$ cat src/rtl/wb_rr_arbiter2.sv
// Round-robin arbiter sharing one pipelined Wishbone slave between two masters.
// One request in flight at a time, with a response timeout guarding against a dead slave.
module wb_rr_arbiter2 #(
  parameter int ADDR_W      = 32,
  parameter int DATA_W      = 32,
  parameter int TIMEOUT_CYC = 255,
  localparam int SEL_W      = DATA_W / 8
) (
  input  logic              clk_i,
  input  logic              rst_n_i,
  input  logic              m0_cyc_i,
  input  logic              m0_stb_i,
  input  logic              m0_we_i,
  input  logic [ADDR_W-1:0] m0_adr_i,
  input  logic [SEL_W-1:0]  m0_sel_i,
  input  logic [DATA_W-1:0] m0_dat_i,
  output logic [DATA_W-1:0] m0_dat_o,
  output logic              m0_ack_o,
  output logic              m0_err_o,
  output logic              m0_rty_o,
  output logic              m0_stall_o,
  input  logic              m1_cyc_i,
  input  logic              m1_stb_i,
  input  logic              m1_we_i,
  input  logic [ADDR_W-1:0] m1_adr_i,
  input  logic [SEL_W-1:0]  m1_sel_i,
  input  logic [DATA_W-1:0] m1_dat_i,
  output logic [DATA_W-1:0] m1_dat_o,
  output logic              m1_ack_o,
  output logic              m1_err_o,
  output logic              m1_rty_o,
  output logic              m1_stall_o,
  output logic              s_cyc_o,
  output logic              s_stb_o,
  output logic              s_we_o,
  output logic [ADDR_W-1:0] s_adr_o,
  output logic [SEL_W-1:0]  s_sel_o,
  output logic [DATA_W-1:0] s_dat_o,
  input  logic [DATA_W-1:0] s_dat_i,
  input  logic              s_ack_i,
  input  logic              s_err_i,
  input  logic              s_rty_i,
  input  logic              s_stall_i
);

  localparam int CNT_W = (TIMEOUT_CYC > 0) ? $clog2(TIMEOUT_CYC + 1) : 1;

  typedef enum logic [1:0] {
    ST_IDLE,
    ST_ISSUE,
    ST_WAIT
  } state_e;

  state_e            state_q, state_d;
  logic              owner_q, owner_d;
  logic              last_owner_q, last_owner_d;
  logic              we_q, we_d;
  logic [ADDR_W-1:0] adr_q, adr_d;
  logic [SEL_W-1:0]  sel_q, sel_d;
  logic [DATA_W-1:0] dat_q, dat_d;
  logic [CNT_W-1:0]  tmo_cnt_q, tmo_cnt_d;

  logic req0, req1;
  logic accept0, accept1;
  logic owner_cyc;
  logic tmo_hit;
  logic fwd_ack, fwd_err, fwd_rty;
  logic cyc, stb;

  assign req0      = m0_cyc_i & m0_stb_i;
  assign req1      = m1_cyc_i & m1_stb_i;
  assign owner_cyc = owner_q ? m1_cyc_i : m0_cyc_i;
  assign tmo_hit   = (TIMEOUT_CYC != 0) && (tmo_cnt_q == CNT_W'(TIMEOUT_CYC));

  always_comb begin
    state_d      = state_q;
    owner_d      = owner_q;
    last_owner_d = last_owner_q;
    we_d         = we_q;
    adr_d        = adr_q;
    sel_d        = sel_q;
    dat_d        = dat_q;
    tmo_cnt_d    = tmo_cnt_q;
    accept0      = 1'b0;
    accept1      = 1'b0;
    fwd_ack      = 1'b0;
    fwd_err      = 1'b0;
    fwd_rty      = 1'b0;
    cyc          = 1'b0;
    stb          = 1'b0;
    case (state_q)
      ST_IDLE: begin
        // On a tie the master that was not served last wins.
        if (req0 && (!req1 || last_owner_q)) begin
          accept0 = 1'b1;
        end else if (req1) begin
          accept1 = 1'b1;
        end
        if (accept0 || accept1) begin
          owner_d      = accept1;
          last_owner_d = accept1;
          we_d         = accept1 ? m1_we_i  : m0_we_i;
          adr_d        = accept1 ? m1_adr_i : m0_adr_i;
          sel_d        = accept1 ? m1_sel_i : m0_sel_i;
          dat_d        = accept1 ? m1_dat_i : m0_dat_i;
          tmo_cnt_d    = '0;
          state_d      = ST_ISSUE;
        end
      end
      ST_ISSUE, ST_WAIT: begin
        cyc = ~tmo_hit;
        stb = (state_q == ST_ISSUE) & ~tmo_hit;
        // Abort beats timeout beats slave response; a timeout cycle drops cyc itself.
        if (!owner_cyc) begin
          state_d = ST_IDLE;
        end else if (tmo_hit) begin
          fwd_err = 1'b1;
          state_d = ST_IDLE;
        end else if (s_err_i || s_rty_i || s_ack_i) begin
          fwd_err = s_err_i;
          fwd_rty = ~s_err_i & s_rty_i;
          fwd_ack = ~s_err_i & ~s_rty_i & s_ack_i;
          state_d = ST_IDLE;
        end else begin
          if (state_q == ST_ISSUE && !s_stall_i) begin
            state_d = ST_WAIT;
          end
          if (TIMEOUT_CYC != 0) begin
            tmo_cnt_d = tmo_cnt_q + CNT_W'(1);
          end
        end
      end
      default: state_d = ST_IDLE;
    endcase
  end

  always_ff @(posedge clk_i or negedge rst_n_i) begin
    if (!rst_n_i) begin
      state_q      <= ST_IDLE;
      owner_q      <= 1'b0;
      last_owner_q <= 1'b1;
      we_q         <= 1'b0;
      adr_q        <= '0;
      sel_q        <= '0;
      dat_q        <= '0;
      tmo_cnt_q    <= '0;
    end else begin
      state_q      <= state_d;
      owner_q      <= owner_d;
      last_owner_q <= last_owner_d;
      we_q         <= we_d;
      adr_q        <= adr_d;
      sel_q        <= sel_d;
      dat_q        <= dat_d;
      tmo_cnt_q    <= tmo_cnt_d;
    end
  end

  assign s_cyc_o    = cyc;
  assign s_stb_o    = stb;
  assign s_we_o     = we_q;
  assign s_adr_o    = adr_q;
  assign s_sel_o    = sel_q;
  assign s_dat_o    = dat_q;

  assign m0_dat_o   = s_dat_i;
  assign m1_dat_o   = s_dat_i;
  assign m0_ack_o   = fwd_ack & ~owner_q;
  assign m1_ack_o   = fwd_ack &  owner_q;
  assign m0_err_o   = fwd_err & ~owner_q;
  assign m1_err_o   = fwd_err &  owner_q;
  assign m0_rty_o   = fwd_rty & ~owner_q;
  assign m1_rty_o   = fwd_rty &  owner_q;
  assign m0_stall_o = ~accept0;
  assign m1_stall_o = ~accept1;

endmodule

$ cat config.mk
export PLATFORM = sky130hd
export DESIGN_NAME = wb_rr_arbiter2
export DESIGN_NICKNAME = d
export VERILOG_FILES = /design/src/rtl/wb_rr_arbiter2.sv
export SDC_FILE = /design/constraint.sdc
export NUM_CORES = 1
export LEC_CHECK = 0
export BUFFER_PORTS_ARGS = -buffer_cell sky130_fd_sc_hd__clkbuf_2
export CAP_MARGIN = 10
export CELL_PAD_IN_SITES_DETAIL_PLACEMENT = 0
export CELL_PAD_IN_SITES_GLOBAL_PLACEMENT = 1
export CORE_MARGIN = 2
export CORE_UTILIZATION = 26
export DETAILED_ROUTE_END_ITERATION = 16
export PLACE_DENSITY = 0.83
export SETUP_SLACK_MARGIN = 0.3
export SYNTH_ARGS = -nofsm -noshare
export SYNTH_HDL_FRONTEND = slang
export SYNTH_SLANG_ARGS = --single-unit
$ cat constraint.sdc
create_clock -name clk_i -period 1.65 [get_ports clk_i]
set_input_delay 0 -clock clk_i [delete_from_list [all_inputs] [get_ports clk_i]]
set_output_delay 0 -clock clk_i [all_outputs]
set_load 0.005 [all_outputs]
==> impl_results.md, run 1 <==
- Final hold slack: 0.00249 ps
- Adder-Cell Fraction of Synth Area: 0.0111
- Final Cell Area: slightly above 8000 µm²
- Initial DRC count: between 150 and 200
- Clock-pin transition on the worst setup and hold timing paths: 60 ps
- Vias post-DR: between 4,000 and 5,000
- Ys flop type: dfrtp_1
- Layout net count: around 1,000
- WS Path Type: reg -> out
- CP startpoint kind: flip-flop
- Reg area: 2030 µm²
- Skew final: approximately 5.2 ps
- DP Area: 5670 µm²
- Number of CTS-inserted buffers: 9
- Critical R2R Capture: state_q[0]
- R2R depth: 4
- Normalized max-slew margin: 0.670
- Total GRT Usage: 0.174
- Largest net degree at the start of global routing: 82
- Hold Path Depth: 0
- Die Span Y: 136 µm
- Row count: 48
- Outcome: complete, but fails checks
- Post-Syn Nets: roughly 650
- HPWL after DPL: between 8 and 9 mm
- Hold worst-path end: m0_dat_o[2]
- PD cells: 1240 nW/µm²
- First-pass GRT wire length: 24.6 mm
- CTS max path bufs: 2
- Yosys warns: 0
- Avg Cell Area, Syn: roughly 9.6 µm²
- Final core occ: 0.480
- Area of the multi-input gates: 2210 µm²
- Routed Antenna Nets: 0
- # port buffers: 226
- DR DRC count: 0
- Leakage power: 3.94 nW
- RSZ-0062 raised after global routing: true
- Netlist cell types: 46
- Post-synth EDFFs: 0
- Total core area: about 17,000 µm²
- Routed WL: 16.8 mm
- H-tree levels: 3
- Synth Area in XOR/XNOR: 0
- CTS Root Cell: clkbuf_16
- Hold_sp: s_dat_i[2]
- Worst r2r src: owner_q
- Synth Area in Simple Gates: 0.115
- Post-DR vias/cell: between 4 and 5
- Violated checks: setup timing
- DR WL/cell: 16.0 µm
- # diodes: 0
- Gp weighted congestion: 0.799
- Filler cell count: 1,581
- Worst R2R Setup Slack: -30 ps
- Required time of the critical path: ~1700 ps
- Initial Util: 0.263
- Critical Path Sink Type: primary output
- Antenna violations before repair: 0
- Register area share after synthesis: 0.448
- Least-Margin Pin Slew: 495 ps
- Asr flop ratio synth: 1.00
- Die W: 136 µm
- Post-Syn Area: around 4500 µm²
- Fin. Hold Viols: 0
- Worst VDD drop: 0.761 mV
- IO Count: ~320
- Compound-Gate Fraction of Synth Area: 0.128
- Final worst path period share: 1.06
- Share of layout cells above drive strength 1: 0.441
- Synth Instances: 470
- Max Cap Viol: 0
- Largest family of logic cells by synthesized area: multiplexers
- Final setup fails: 7
- Syn-to-layout area delta: 82.2%
- Fin crit period: 1740 ps
- Vias in the first global route: 4,889
- Mux cell area share after synthesis: 0.161
- Worst hold path class: in -> out
- CTS tree: built
- Total gr overflow: 0
- Worst path arrival time: roughly 1700 ps
- Clk_lat worst skew: between 300 and 400 ps
- Max FO, Critical Path: 4
- Pre-CTS setup slack: 21.2 ps
- Count of final max-slew check failures: 0
- Max Clk Rate: approximately 0.57 GHz
- Clock tree sinks: 81
- DRT Pass-1 Iters: 4
- Synth Register Bits: 81
- Setup ws final: -94.8 ps
- Full die area: 18,500 µm²
## critical path, cell delays in order (launching register included)
cell and delay (ps):
dfrtp_1 360, inv_2 60, ha_4 280, clkinv_4 60, or3_4 410, nor3_4 110
buf_2 130
## power breakdown
| part | internal [mW] | switching (mW) | total (mW) | leakage (nW) |
|---|---|---|---|---|
| registers | 2.88 | 0.470 | 3.35 | 1.01 |
| logic | 2.40 | 2.29 | 4.69 | 2.78 |
| clock network | 1.32 | 0.828 | 2.15 | 0.146 |
## worst max path at each step
stage,slack [ps],cells after the start,start,end
after floorplan,20,5,tmo_cnt_q[4],state_q[0]
after global placement,50,5,state_q[0],state_q[0]
after detailed placement,20,5,tmo_cnt_q[0],state_q[0]
after CTS,-110,6,state_q[1],m1_ack_o
after global routing,-160,6,state_q[0],m0_ack_o
final,-90,6,state_q[0],m1_ack_o
## flip-flops by register name (all words and copies together) (netlist names)
register	cells
last_owner_q	1
s_adr_o	32
state_q	2
s_dat_o	32
tmo_cnt_q	8
owner_q	1
s_we_o	1
s_sel_o	4
## area by class of cell
cell class,count,share of cell area
Timing Repair Buffer,428,0.411
Multi-Input combinational cell,294,0.268
Sequential cell,81,0.246
Tap cell,225,0.0342
Clock buffer,11,0.0282
Clock inverter,5,0.00971
Inverter,4,0.00243
## Yosys cell counts, types with 2 or more instances
library cell / n / share of area
ha_1: 4 / 0.011
a31oi_1: 5 / 0.0069
clkbuf_1: 13 / 0.011
o21ai_0: 70 / 0.077
a221o_1: 2 / 0.0044
o311ai_0: 2 / 0.0039
buf_4: 64 / 0.11
inv_1: 3 / 0.0025
dfrtp_1: 80 / 0.44
or3_1: 2 / 0.0028
nand3_1: 2 / 0.0022
nor2b_1: 2 / 0.0028
nand2_1: 87 / 0.072
o311a_1: 2 / 0.0044
buf_1: 3 / 0.0025
nor2_1: 4 / 0.0033
a41oi_1: 2 / 0.0039
a21oi_1: 4 / 0.0044
nand2b_1: 2 / 0.0028
mux2i_1: 69 / 0.15
a211oi_1: 2 / 0.0033
nor3_1: 9 / 0.010
o211ai_1: 3 / 0.0050
and2_1: 2 / 0.0028
buf_2: 10 / 0.011
nand3b_1: 2 / 0.0033
## per-stage QoR
step | std cells | TNS, ps | total power [mW]
floorplan | 470 | 0 | 5.31
global placement | 855 | 0 | 6.76
detailed placement | 855 | 0 | 6.88
CTS | 1041 | -565 | 9.87
global route | 1048 | -1150 | 10.9
finish | 1048 | -404 | 10.2
## timing repair
action	in CTS	in global routing
gates resized for setup	120	47
pin swaps	40	34
buffers inserted	26	5
setup endpoints to repair	71	90
cloned	5	2
hold endpoints to repair	149	0
hold buffers	139	0
## cell families (layout without fill, tap and decap cells)
logic type	after synthesis	after routing
adders and majority gates	4	4
DFF	81	81
buffers and inverters	95	448
AOI/OAI and AO/OA	99	99
and+or+nand+nor	119	119
muxes	72	72
## metal layers
layer | wire, µm | global-route usage | vias to the layer above
met3 | 961 | 0.0455 | 51
met5 | 0 | 0 | -
met2 | 8880 | 0.315 | 165
met1 | 6390 | 0.186 | 2141
li1 | - | - | 2267
met4 | 585 | 0.0874 | 0
## cells in the final DEF, fill, tap and decap left out, types with 4 or more instances in the layout
master         netlist  final
buf_6                1     13
dfrtp_1             80     80
buf_2               10      6
o21ai_2              0      4
mux2i_4              0      6
mux2i_1             69     48
buf_16               0      7
mux2i_2              1     16
nor2_1               4      4
clkbuf_16            0     11
buf_4               64     27
nor3_2               0      4
a31oi_1              5      4
o21ai_1              0     66
dlygate4sd3_1        0    139
nand2_1             87     83
clkbuf_2             0    218
buf_8                0      7
buf_12               0      9
Power figures use the tool's default switching activity.
==> run 2: changes to the inputs <==
--- a/config.mk
+++ b/config.mk
@@ -12,7 +12,8 @@
 export CORE_MARGIN = 2
 export CORE_UTILIZATION = 26
 export DETAILED_ROUTE_END_ITERATION = 16
-export PLACE_DENSITY = 0.83
+export GPL_TIMING_DRIVEN = 0
+export PLACE_DENSITY = 0.87
 export SETUP_SLACK_MARGIN = 0.3
 export SYNTH_ARGS = -nofsm -noshare
 export SYNTH_HDL_FRONTEND = slang
==> run 2 against run 1 <==
Effect of this change: the flow still finishes with violations (setup timing); worst setup slack got worse by 58 ps; die area did not move; clock power rose by 17%; sequential share of layout area fell by 5.1 points; cell count rose by 16%; critical path depth did not move; cell area rose by 26%; worst hold slack improved by 32 ps.
==> impl_results.md, run 2 (same netlist as run 1, synthesis figures left out) <==
- H-tree levels: 3 (unchanged)
- CTS Root Cell: clkbuf_16
- Required time of the critical path: 1650 ps (about the same)
- Routed WL: 21.0 mm (+25%)
- IO Count: 323 (unchanged)
- Routed Antenna Nets: 0 (unchanged)
- Syn-to-layout area delta: 130%
- Layout net count: 1,165 (+16%)
- Most common library cell in the layout ignoring fill and taps: clkbuf_2
- Worst path slowest cell: dfrtp_1
- HPWL after DPL: 11.5 mm (+28%)
- Clock-pin transition on the worst setup and hold timing paths: 70 ps (about the same)
- CP cell instances: and3_4 -> buf_6 -> nor3b_4 -> or3_4 -> nor3_2 -> clkbuf_2
- Max incr delay on CP: 410 ps (about the same)
- Final TNS setup: -1060 ps (-657 ps)
- Worst hold path class: in -> reg
- Final Cell Area: 10,400 µm² (+26%)
- Critical Path Sink Type: primary output
- DP Area: 6380 µm² (+13%)
- Clock tree sinks: 81 (unchanged)
- Fin. Hold Viols: 0 (unchanged)
- Outcome: complete, but fails checks
- DR DRC count: 0 (unchanged)
- Die W: 136 µm (unchanged)
- Count of final max-slew check failures: 0 (unchanged)
- Max Clk Rate: 0.555 GHz (-3.2%)
- CTS tree: built
- Normalized max-slew margin: 0.531 (-0.139)
- Total gr overflow: 0 (unchanged)
- Setup ws final: -153 ps (-57.8 ps)
- Worst VDD drop: 0.933 mV (+23%)
- Final worst path period share: 1.09 (+0.0350)
- First-pass GRT wire length: 30.0 mm (+22%)
- CTS max path bufs: 2 (unchanged)
- PD cells: 1330 nW/µm² (+7.5%)
- Least-Margin Pin Slew: 703 ps (+209 ps)
- Number of CTS-inserted buffers: 9 (unchanged)
- Die Span Y: 136 µm (unchanged)
- Worst path arrival time: 1800 ps (+60 ps)
- CP startpoint kind: flip-flop
- DR WL/cell: 17.3 µm (+8.1%)
- Max FO, Critical Path: 4 (unchanged)
- # port buffers: 290 (+28%)
- Initial Util: 0.263 (unchanged)
- Area of the multi-input gates: 2810 µm² (+27%)
- Clk_lat worst skew: 340 ps (about the same)
- Total GRT Usage: 0.213 (+0.0388)
- RSZ-0062 raised after global routing: true
- Largest net degree at the start of global routing: 45 (-45%)
- WS Path Type: reg -> out
- Vias in the first global route: 5,707 (+17%)
- Max Cap Viol: 0 (unchanged)
- Post-DR vias/cell: 4.59 (+4.0%)
- Antenna violations before repair: 1 (+1)
- Worst path bufs/invs: 2 (-1)
- Full die area: 18,500 µm² (unchanged)
- Initial DRC count: 189 (+24%)
- Violated checks: setup timing
- Total core area: 17,200 µm² (unchanged)
- Gp weighted congestion: 0.815 (+2.0%)
- Most frequent cells in the layout: clkbuf_2 (285), dlygate4sd3_1 (139), buf_4 (89), dfrtp_1 (78), o21ai_2 (50)
- Skew final: 6.78 ps (+1.62 ps)
- Vias post-DR: 5,559 (+20%)
- Reg area: 2030 µm² (+0.12%)
- Share of layout cells above drive strength 1: 0.660 (+0.219)
- DRT Pass-1 Iters: 4 (unchanged)
- Final hold slack: 32.0 ps (+32.0 ps)
- Row count: 48 (unchanged)
- Largest delay share family, worst path: simple AND/OR/NAND/NOR gates
- Leakage power: 5.11 nW (+30%)
- Fin crit period: 1800 ps (+57.8 ps)
- Filler cell count: 1,362 (-14%)
- Final setup fails: 9 (+2)
run 2: cell types whose count changed in the layout (fill, tap and decap cells not counted), moves of 8 or more:
cell,previous run,this run
o21ai_1,66,19
buf_12,9,22
clkbuf_16,11,19
nand2_1,83,12
clkbuf_2,218,285
nand2_2,3,32
o21ai_2,4,50
nand2_4,1,43
buf_4,27,89
buf_6,13,21
run 2: cell type report:
cell class / count / area share
Tap cell: 225 / 0.0271
Timing Repair Buffer: 500 / 0.373
Clock inverter: 5 / 0.0123
Antenna cell: 1 / 0.000241
Buffer: 91 / 0.0959
Sequential cell: 81 / 0.195
Clock buffer: 10 / 0.0230
Inverter: 4 / 0.00265
Multi-Input combinational cell: 294 / 0.270
run 2: what timing repair did:
item | CTS | global route
resized for setup | 279 | 143
setup endpoints to repair | 91 | 91
gates cloned | 15 | 3
pin swaps | 86 | 25
hold endpoints to repair | 111 | 0
hold buffers | 139 | 0
setup buffers | 43 | 9
run 2: final timing paths:
| check | slack [ps] | cells past startpoint | from | to |
|---|---|---|---|---|
| setup / recovery | -150 | 6 | tmo_cnt_q[3] | m0_rty_o |
| hold / removal | 30 | 4 | s_stall_i | state_q[1] |
| setup reg to reg | -130 | 5 | owner_q | state_q[0] |
| hold reg to reg | 490 | 2 | s_dat_o[29] | s_dat_o[29] |
| max in group asynchronous | 760 | 3 | rst_n_i | s_dat_o[8] |
| min in group asynchronous | 240 | 2 | rst_n_i | tmo_cnt_q[1] |
run 2: report_power, final:
group          internal (mW)  switching [mW]  leakage [nW]
Sequential              2.88           0.828          1.01
Combinational           4.28            3.29          3.92
Clock                   1.67           0.851         0.175
run 2: worst register-to-register path: stages (launching register included):
cell	delay (ps)
dfrtp_1	410
mux2i_2	180
or2_4	260
buf_8	130
o41ai_4	360
mux2_4	330
run 2: stage by stage:
step / cells / util / setup WS [ps] / power (mW)
after detailed placement: 986 / 0.371 / -586 / 7.18
after CTS: 1198 / 0.564 / -155 / 12.6
final: 1211 / 0.605 / -153 / 13.8
after global placement: 985 / 0.370 / -608 / 7.06
after global routing: 1211 / 0.605 / -216 / 14.5
after floorplan: 470 / - / 22.6 / 5.31
run 2: metal layers:
metal,global-route usage,routed length [µm]
met1,0.236,7860
met2,0.386,11200
met3,0.0477,1180
met4,0.0972,797
met5,0,0
